## src/rtl/prefetch_pc_gen.sv

```systemverilog
// rtl/prefetch_pc_gen.sv - pre-fetch PC generator with ICache request tracking
//
// Selects the next fetch-group PC (eret > exception > branch redirect >
// BPU prediction > sequential), issues an aligned ICache request and tracks
// an outstanding request across an ICache miss so that a redirect arriving
// mid-miss replays the new PC and tells IF to discard the stale response.
//
// Ports:
//   clk, reset                    clock, synchronous active-high reset
//   fs_allowin                    IF stage can accept a group
//   icache_busy                   ICache servicing a miss/refill
//   eret_valid/eret_pc            eret commit and EPC target
//   ex_flush                      exception commit, target EX_PC
//   br_redirect/br_target         branch misprediction and corrected PC
//   bpu_valid/bpu_target          BPU predicts current group taken
//   req_valid/req_tag/req_index/req_offset   ICache request
//   ps_valid/ps_pc/ps_slot_mask   group presented to IF
//   ps_ex/ps_exccode              AdEL flag and exception code
//   drop_resp                     IF discards the next ICache response
//   redirect_cnt/bpu_taken_cnt    performance counters

module prefetch_pc_gen #(
    parameter int          FETCH_WIDTH = 2,
    parameter logic [31:0] RESET_PC    = 32'hBFC0_0000,
    parameter logic [31:0] EX_PC       = 32'hBFC0_0380,
    parameter int          PERF_EN     = 0
) (
    input  logic                   clk,
    input  logic                   reset,
    input  logic                   fs_allowin,
    input  logic                   icache_busy,
    input  logic                   eret_valid,
    input  logic [31:0]            eret_pc,
    input  logic                   ex_flush,
    input  logic                   br_redirect,
    input  logic [31:0]            br_target,
    input  logic                   bpu_valid,
    input  logic [31:0]            bpu_target,
    output logic                   req_valid,
    output logic [19:0]            req_tag,
    output logic [7:0]             req_index,
    output logic [3:0]             req_offset,
    output logic                   ps_valid,
    output logic [31:0]            ps_pc,
    output logic [FETCH_WIDTH-1:0] ps_slot_mask,
    output logic                   ps_ex,
    output logic [4:0]             ps_exccode,
    output logic                   drop_resp,
    output logic [31:0]            redirect_cnt,
    output logic [31:0]            bpu_taken_cnt
);

    localparam logic [31:0] GB = 32'(4 * FETCH_WIDTH);

    typedef enum logic [1:0] {
        ST_RUN    = 2'd0,
        ST_WAIT   = 2'd1,
        ST_REPLAY = 2'd2
    } state_t;

    state_t      state, state_next;
    logic [31:0] pc, pc_next;
    logic        fired_q;

    logic        aligned;
    logic        redirect;
    logic [31:0] redirect_pc;
    logic [31:0] seq_pc;
    logic [1:0]  slot;
    logic        req_valid_c;
    logic        drop_c;
    logic        advance;

    assign aligned  = (pc[1:0] == 2'b00);
    assign redirect = eret_valid | ex_flush | br_redirect;
    assign seq_pc   = (pc & ~(GB - 32'd1)) + GB;

    always_comb begin
        redirect_pc = br_target;
        if (eret_valid)
            redirect_pc = eret_pc;
        else if (ex_flush)
            redirect_pc = EX_PC;
    end

    // Slot index within the group; always 0 for single-wide fetch.
    assign slot = 2'((pc >> 2) & 32'(FETCH_WIDTH - 1));

    always_comb begin
        ps_slot_mask = '0;
        if (!aligned) begin
            ps_slot_mask[0] = 1'b1;
        end else begin
            for (int i = 0; i < FETCH_WIDTH; i++)
                ps_slot_mask[i] = (i >= int'(slot));
        end
    end

    // Request tracking FSM. fired_q remembers that last cycle issued a
    // request, so a busy rising now means that request missed.
    always_comb begin
        state_next  = state;
        req_valid_c = 1'b0;
        drop_c      = 1'b0;
        case (state)
            ST_RUN: begin
                req_valid_c = fs_allowin & ~icache_busy & aligned;
                if (fired_q && icache_busy)
                    state_next = redirect ? ST_REPLAY : ST_WAIT;
            end
            ST_WAIT: begin
                if (redirect)
                    state_next = ST_REPLAY;
                else if (!icache_busy)
                    state_next = ST_RUN;
            end
            ST_REPLAY: begin
                // The replayed request is issued as soon as the miss
                // completes, independent of IF back-pressure.
                if (!icache_busy) begin
                    drop_c      = 1'b1;
                    req_valid_c = aligned;
                    state_next  = ST_RUN;
                end
            end
            default: state_next = ST_RUN;
        endcase
    end

    assign req_valid = req_valid_c & ~reset;
    assign drop_resp = drop_c & ~reset;
    assign advance   = req_valid_c | (~aligned & fs_allowin & (state == ST_RUN));

    // Redirects always update the PC; in WAIT/REPLAY this is the latched PC.
    always_comb begin
        pc_next = pc;
        if (redirect)
            pc_next = redirect_pc;
        else if (advance)
            pc_next = bpu_valid ? bpu_target : seq_pc;
    end

    always_ff @(posedge clk) begin
        if (reset) begin
            state   <= ST_RUN;
            pc      <= RESET_PC;
            fired_q <= 1'b0;
        end else begin
            state   <= state_next;
            pc      <= pc_next;
            fired_q <= req_valid_c;
        end
    end

    always_ff @(posedge clk) begin
        if (reset || (PERF_EN == 0)) begin
            redirect_cnt  <= 32'd0;
            bpu_taken_cnt <= 32'd0;
        end else begin
            if (redirect)
                redirect_cnt <= redirect_cnt + 32'd1;
            if (advance && bpu_valid && !redirect)
                bpu_taken_cnt <= bpu_taken_cnt + 32'd1;
        end
    end

    // kseg0/kseg1 map to physical by dropping the top three address bits.
    assign req_tag    = (pc[31:30] == 2'b10) ? {3'b000, pc[28:12]} : pc[31:12];
    assign req_index  = pc[11:4];
    assign req_offset = pc[3:0];

    assign ps_valid   = ~icache_busy & ~reset & (state != ST_WAIT);
    assign ps_pc      = pc;
    assign ps_ex      = ~reset & ~aligned & ~br_redirect;
    assign ps_exccode = ps_ex ? 5'h04 : 5'h1f;

endmodule

```

## config.mk

```make
export PLATFORM = sky130hd
export DESIGN_NAME = prefetch_pc_gen
export DESIGN_NICKNAME = d
export VERILOG_FILES = /design/src/rtl/prefetch_pc_gen.sv
export SDC_FILE = /design/constraint.sdc
export NUM_CORES = 1
export LEC_CHECK = 0
export ABC_AREA = 1
export BUFFER_PORTS_ARGS = -buffer_cell sky130_fd_sc_hd__buf_4
export CAP_MARGIN = 5
export CORE_ASPECT_RATIO = 0.7
export CORE_MARGIN = 4
export CORE_UTILIZATION = 44
export DETAILED_ROUTE_END_ITERATION = 12
export GPL_TIMING_DRIVEN = 0
export PLACE_DENSITY = 0.83
export SLEW_MARGIN = 10
export SYNTH_ARGS = -nofsm -noshare
export SYNTH_HDL_FRONTEND = slang
export SYNTH_SLANG_ARGS = --single-unit
```

## constraint.sdc

```tcl
create_clock -name clk -period 2 [get_ports clk]
set_input_delay 0.2 -clock clk [delete_from_list [all_inputs] [get_ports clk]]
set_output_delay 0.2 -clock clk [all_outputs]
set_load 0.02 [all_outputs]
```

==> run summary <==
post-layout min period -> 1.80 ns
clock latency reported for the late side of the worst-skew pair -> 0.29 ns
commonest register cell after synthesis -> sky130_fd_sc_hd__dfxtp_1
final routed wirelength across all metal layers -> 15,500 µm
clk root buf -> sky130_fd_sc_hd__clkbuf_16
leakage power -> 0.00291 µW
Worst R2R Path Depth -> 12
Post-layout nets -> 985
number of pins with negative max-slew slack in the final report -> 0
IO Pins -> 243
Syn Std Cell Area -> 0.00375 mm²
sequential element share of the synthesized area -> 0.187
Achievable Freq -> 0.557 GHz
outcome -> finished, final reports clean
type of element capturing the critical path -> flop
antenna violation net count after detailed routing -> 0
data arrival at the endpoint of the critical path -> 1.97 ns
final-report setup violation count -> 0
post-detailed-route DRC marker count -> 0
number of distinct library cell variants in the gate-level netlist after synthesis -> 32
core area -> 0.00807 mm²
post-synth top area cell -> sky130_fd_sc_hd__buf_4
synthesized netlist cell count -> 635
Slew HR -> 0.567
clock slew seen by the registers of the worst setup and hold paths -> 0.06 ns
Reg-to-Reg End -> ps_pc[27]
final cell count without fillers -> 982
Max FO, Critical Path -> 10
slowest cell on the critical path -> sky130_fd_sc_hd__dfxtp_2
average instance area after synthesis -> 5.91 µm²
number of buffers on the longest clock path -> 2
overall global routing resource usage -> 0.289
count of buffers inserted at the top-level ports -> 175
slowest cell delay on critical path -> 0.49 ns
cell types occupying the most area after synthesis -> sky130_fd_sc_hd__buf_4 (20%), sky130_fd_sc_hd__dfxtp_1 (19%), sky130_fd_sc_hd__nand2_1 (16%), sky130_fd_sc_hd__nor2_1 (9.7%), sky130_fd_sc_hd__o21ai_0 (8.4%)
worst setup path endpoint -> ps_pc[27]
unrepaired setup endpoints after global routing -> no
Inserted Diodes -> 0
Vias -> 4,960
required arrival time at the worst endpoint -> 2.18 ns
antenna violations before repair -> 0
Iteration-0 DRC Markers -> 529
Tcrit/Tclk final -> 0.898
maximum capacitance violations -> 0
sequence of cells on the critical path -> ha_4, nand3_2, inv_1, nand2_1, inv_1, nand2_1, nand2_1, nand3_1, nand2_1, nand2_1, nand2_1, nand2_1
slew at the pin closest to its max-slew limit -> 0.649 ns
number of vias per cell -> 5.05
placed cells -> 974
final count of hold timing violations -> 0
critical path's most frequent cell -> sky130_fd_sc_hd__nand2_1
vertical die dimension -> 85.3 µm
final core utilization -> 0.696
DIE AREA -> 0.0101 mm²
largest vdd supply drop -> 395 µV
Worst Path Class, Setup -> flop to flop
number of warnings reported in the yosys synthesis log -> 0
Fill cells -> 694
area share of the largest cell type after synthesis -> 0.198
Placer Congestion -> 0.921
number of detailed-route iterations in the first pass -> 6
clock tree from TritonCTS -> built
Post-CTS Hold Buffers -> 0
slack of the worst reg-to-reg path -> 0.20 ns
placed wire-length estimate -> 12,700 µm
crit start category -> flop
wire length of the first global-routing pass -> 23,500 µm
clock buffers created by TritonCTS -> 5
number of flip-flops and latches in the synthesized netlist -> 35
fraction of synthesis flops using an asynchronous set or reset pin -> 0
EDFF count, synth -> 0
post-detailed-route wirelength per cell -> 15.8 µm
Worst R2R Start -> ps_pc[3]
total clock sinks -> 35
floorplan die width -> 118 µm
synthesis-to-finish area growth -> 49.7%
total congestion overflow after global routing -> 0
maximum clock skew at final layout -> 0.00604 ns
initial standard-cell utilization of the core -> 0.465
CP Launch Point -> ps_pc[3]
pin count of the biggest net entering global routing -> 12
placement row count -> 27
number of H-tree levels -> 2
Hold Path Class -> input pin to flop
layout cells sized above 1 -> 0.355
vias in the first global route -> 4,513
power density cells -> 520 mW/mm²
[area by class of cell]
class | instances | area [µm²] | area share
repair buffers | 175 | 1310 | 0.234
plain buffers | 127 | 868 | 0.155
multi-input cells | 505 | 2330 | 0.415
clock inverters | 1 | 7.51 | 0.00134
clock buffers | 7 | 153 | 0.0272
flip-flops and latches | 35 | 702 | 0.125
well taps | 101 | 126 | 0.0225
inverters | 31 | 116 | 0.0207
[kinds of logic (layout without fill, tap and decap cells)]
group                      after synthesis  count (layout)  synth area share
buffers and inverters                  158             341             0.263
DFF                                     35              35             0.187
other                                    2              65           0.00200
adders and majority gates                1               1           0.00334
xor gates and xnor gates                10              10            0.0234
and+or+nand+nor                        303             303             0.335
AOI/OAI and AO/OA                      126             126             0.187
[worst max-delay path, delay by kind of cell (launching register included)]
family / cells / cell delay, ns
fa+ha+maj: 1 / 0.23
buf+inv: 2 / 0.25
flops: 1 / 0.49
simple gates: 9 / 0.72
[worst min path at each step]
stage	start	endpoint	slack (ns)	cells past startpoint
after floorplan	bpu_target[0]	ps_pc[0]	0.38	2
after global placement	bpu_target[14]	ps_pc[14]	0.49	3
after detailed placement	bpu_target[10]	ps_pc[10]	0.51	3
after CTS	bpu_target[0]	ps_pc[0]	0.21	3
after global routing	bpu_target[0]	ps_pc[0]	0.22	3
final	bpu_target[0]	ps_pc[0]	0.21	3
[cell usage in the layout, fill, tap and decap left out, types with 8 or more instances in the layout]
master / count
sky130_fd_sc_hd__a21oi_1: 31
sky130_fd_sc_hd__a22oi_1: 16
sky130_fd_sc_hd__buf_2: 14
sky130_fd_sc_hd__buf_4: 274
sky130_fd_sc_hd__clkbuf_1: 11
sky130_fd_sc_hd__conb_1: 65
sky130_fd_sc_hd__dfxtp_1: 34
sky130_fd_sc_hd__inv_1: 28
sky130_fd_sc_hd__nand2_1: 157
sky130_fd_sc_hd__nand3_1: 22
sky130_fd_sc_hd__nand3b_1: 11
sky130_fd_sc_hd__nor2_1: 95
sky130_fd_sc_hd__o21ai_0: 63
sky130_fd_sc_hd__xor2_1: 8
[metal layers]
layer / GRT usage / routed length, µm / vias up
li1: - / - / 2387
met1: 0.379 / 6310 / 2238
met2: 0.474 / 7090 / 310
met3: 0.0759 / 1910 / 25
met4: 0.0755 / 187 / 0
met5: 0 / 0 / -
[where the power goes]
group	switching (µW)	internal (µW)	leakage, µW
clock	331	531	0.0000761
combinational	642	551	0.00255
sequential	110	754	0.000290
[sequential cells by signal (all words and copies together) (netlist names)]
| signal | cells |
|---|---|
| fired_q | 1 |
| ps_pc | 32 |
| state | 2 |
[stage by stage]
| stage | setup WS, ns | hold slack, ns | TNS (ns) | total power (µW) | instance area [µm²] |
|---|---|---|---|---|---|
| after global routing | 0.0133 | 0.223 | 0 | 3050 | 5620 |
| after CTS | 0.0946 | 0.213 | 0 | 2890 | 5600 |
| final | 0.203 | 0.210 | 0 | 2920 | 5620 |
| after global placement | -0.173 | 0.492 | -0.505 | 2020 | 5430 |
| after floorplan | 0.171 | 0.379 | 0 | 1570 | 3990 |
| after detailed placement | -0.167 | 0.509 | -0.564 | 2040 | 5430 |
[Yosys cell counts, types with 2 or more instances]
master and n:
sky130_fd_sc_hd__a21oi_1 31, sky130_fd_sc_hd__a22o_1 2, sky130_fd_sc_hd__a22oi_1 16, sky130_fd_sc_hd__a31oi_1 6, sky130_fd_sc_hd__buf_2 14, sky130_fd_sc_hd__buf_4 99, sky130_fd_sc_hd__clkbuf_1 11, sky130_fd_sc_hd__clkbuf_2 2
sky130_fd_sc_hd__conb_1 2, sky130_fd_sc_hd__dfxtp_1 35, sky130_fd_sc_hd__inv_1 28, sky130_fd_sc_hd__inv_2 2, sky130_fd_sc_hd__nand2_1 157, sky130_fd_sc_hd__nand3_1 23, sky130_fd_sc_hd__nand3b_1 11, sky130_fd_sc_hd__nor2_1 97
sky130_fd_sc_hd__nor2_2 5, sky130_fd_sc_hd__nor3_1 5, sky130_fd_sc_hd__nor4_1 2, sky130_fd_sc_hd__o211ai_1 3, sky130_fd_sc_hd__o21ai_0 63, sky130_fd_sc_hd__o21ai_1 3, sky130_fd_sc_hd__xnor2_1 2, sky130_fd_sc_hd__xor2_1 8
[what timing repair did]
| action | CTS | global route |
|---|---|---|
| resized for setup | 4 | 3 |
| setup buffers | 0 | 0 |
| endpoints found under the setup margin | 7 | 6 |
Power figures use the tool's default switching activity.
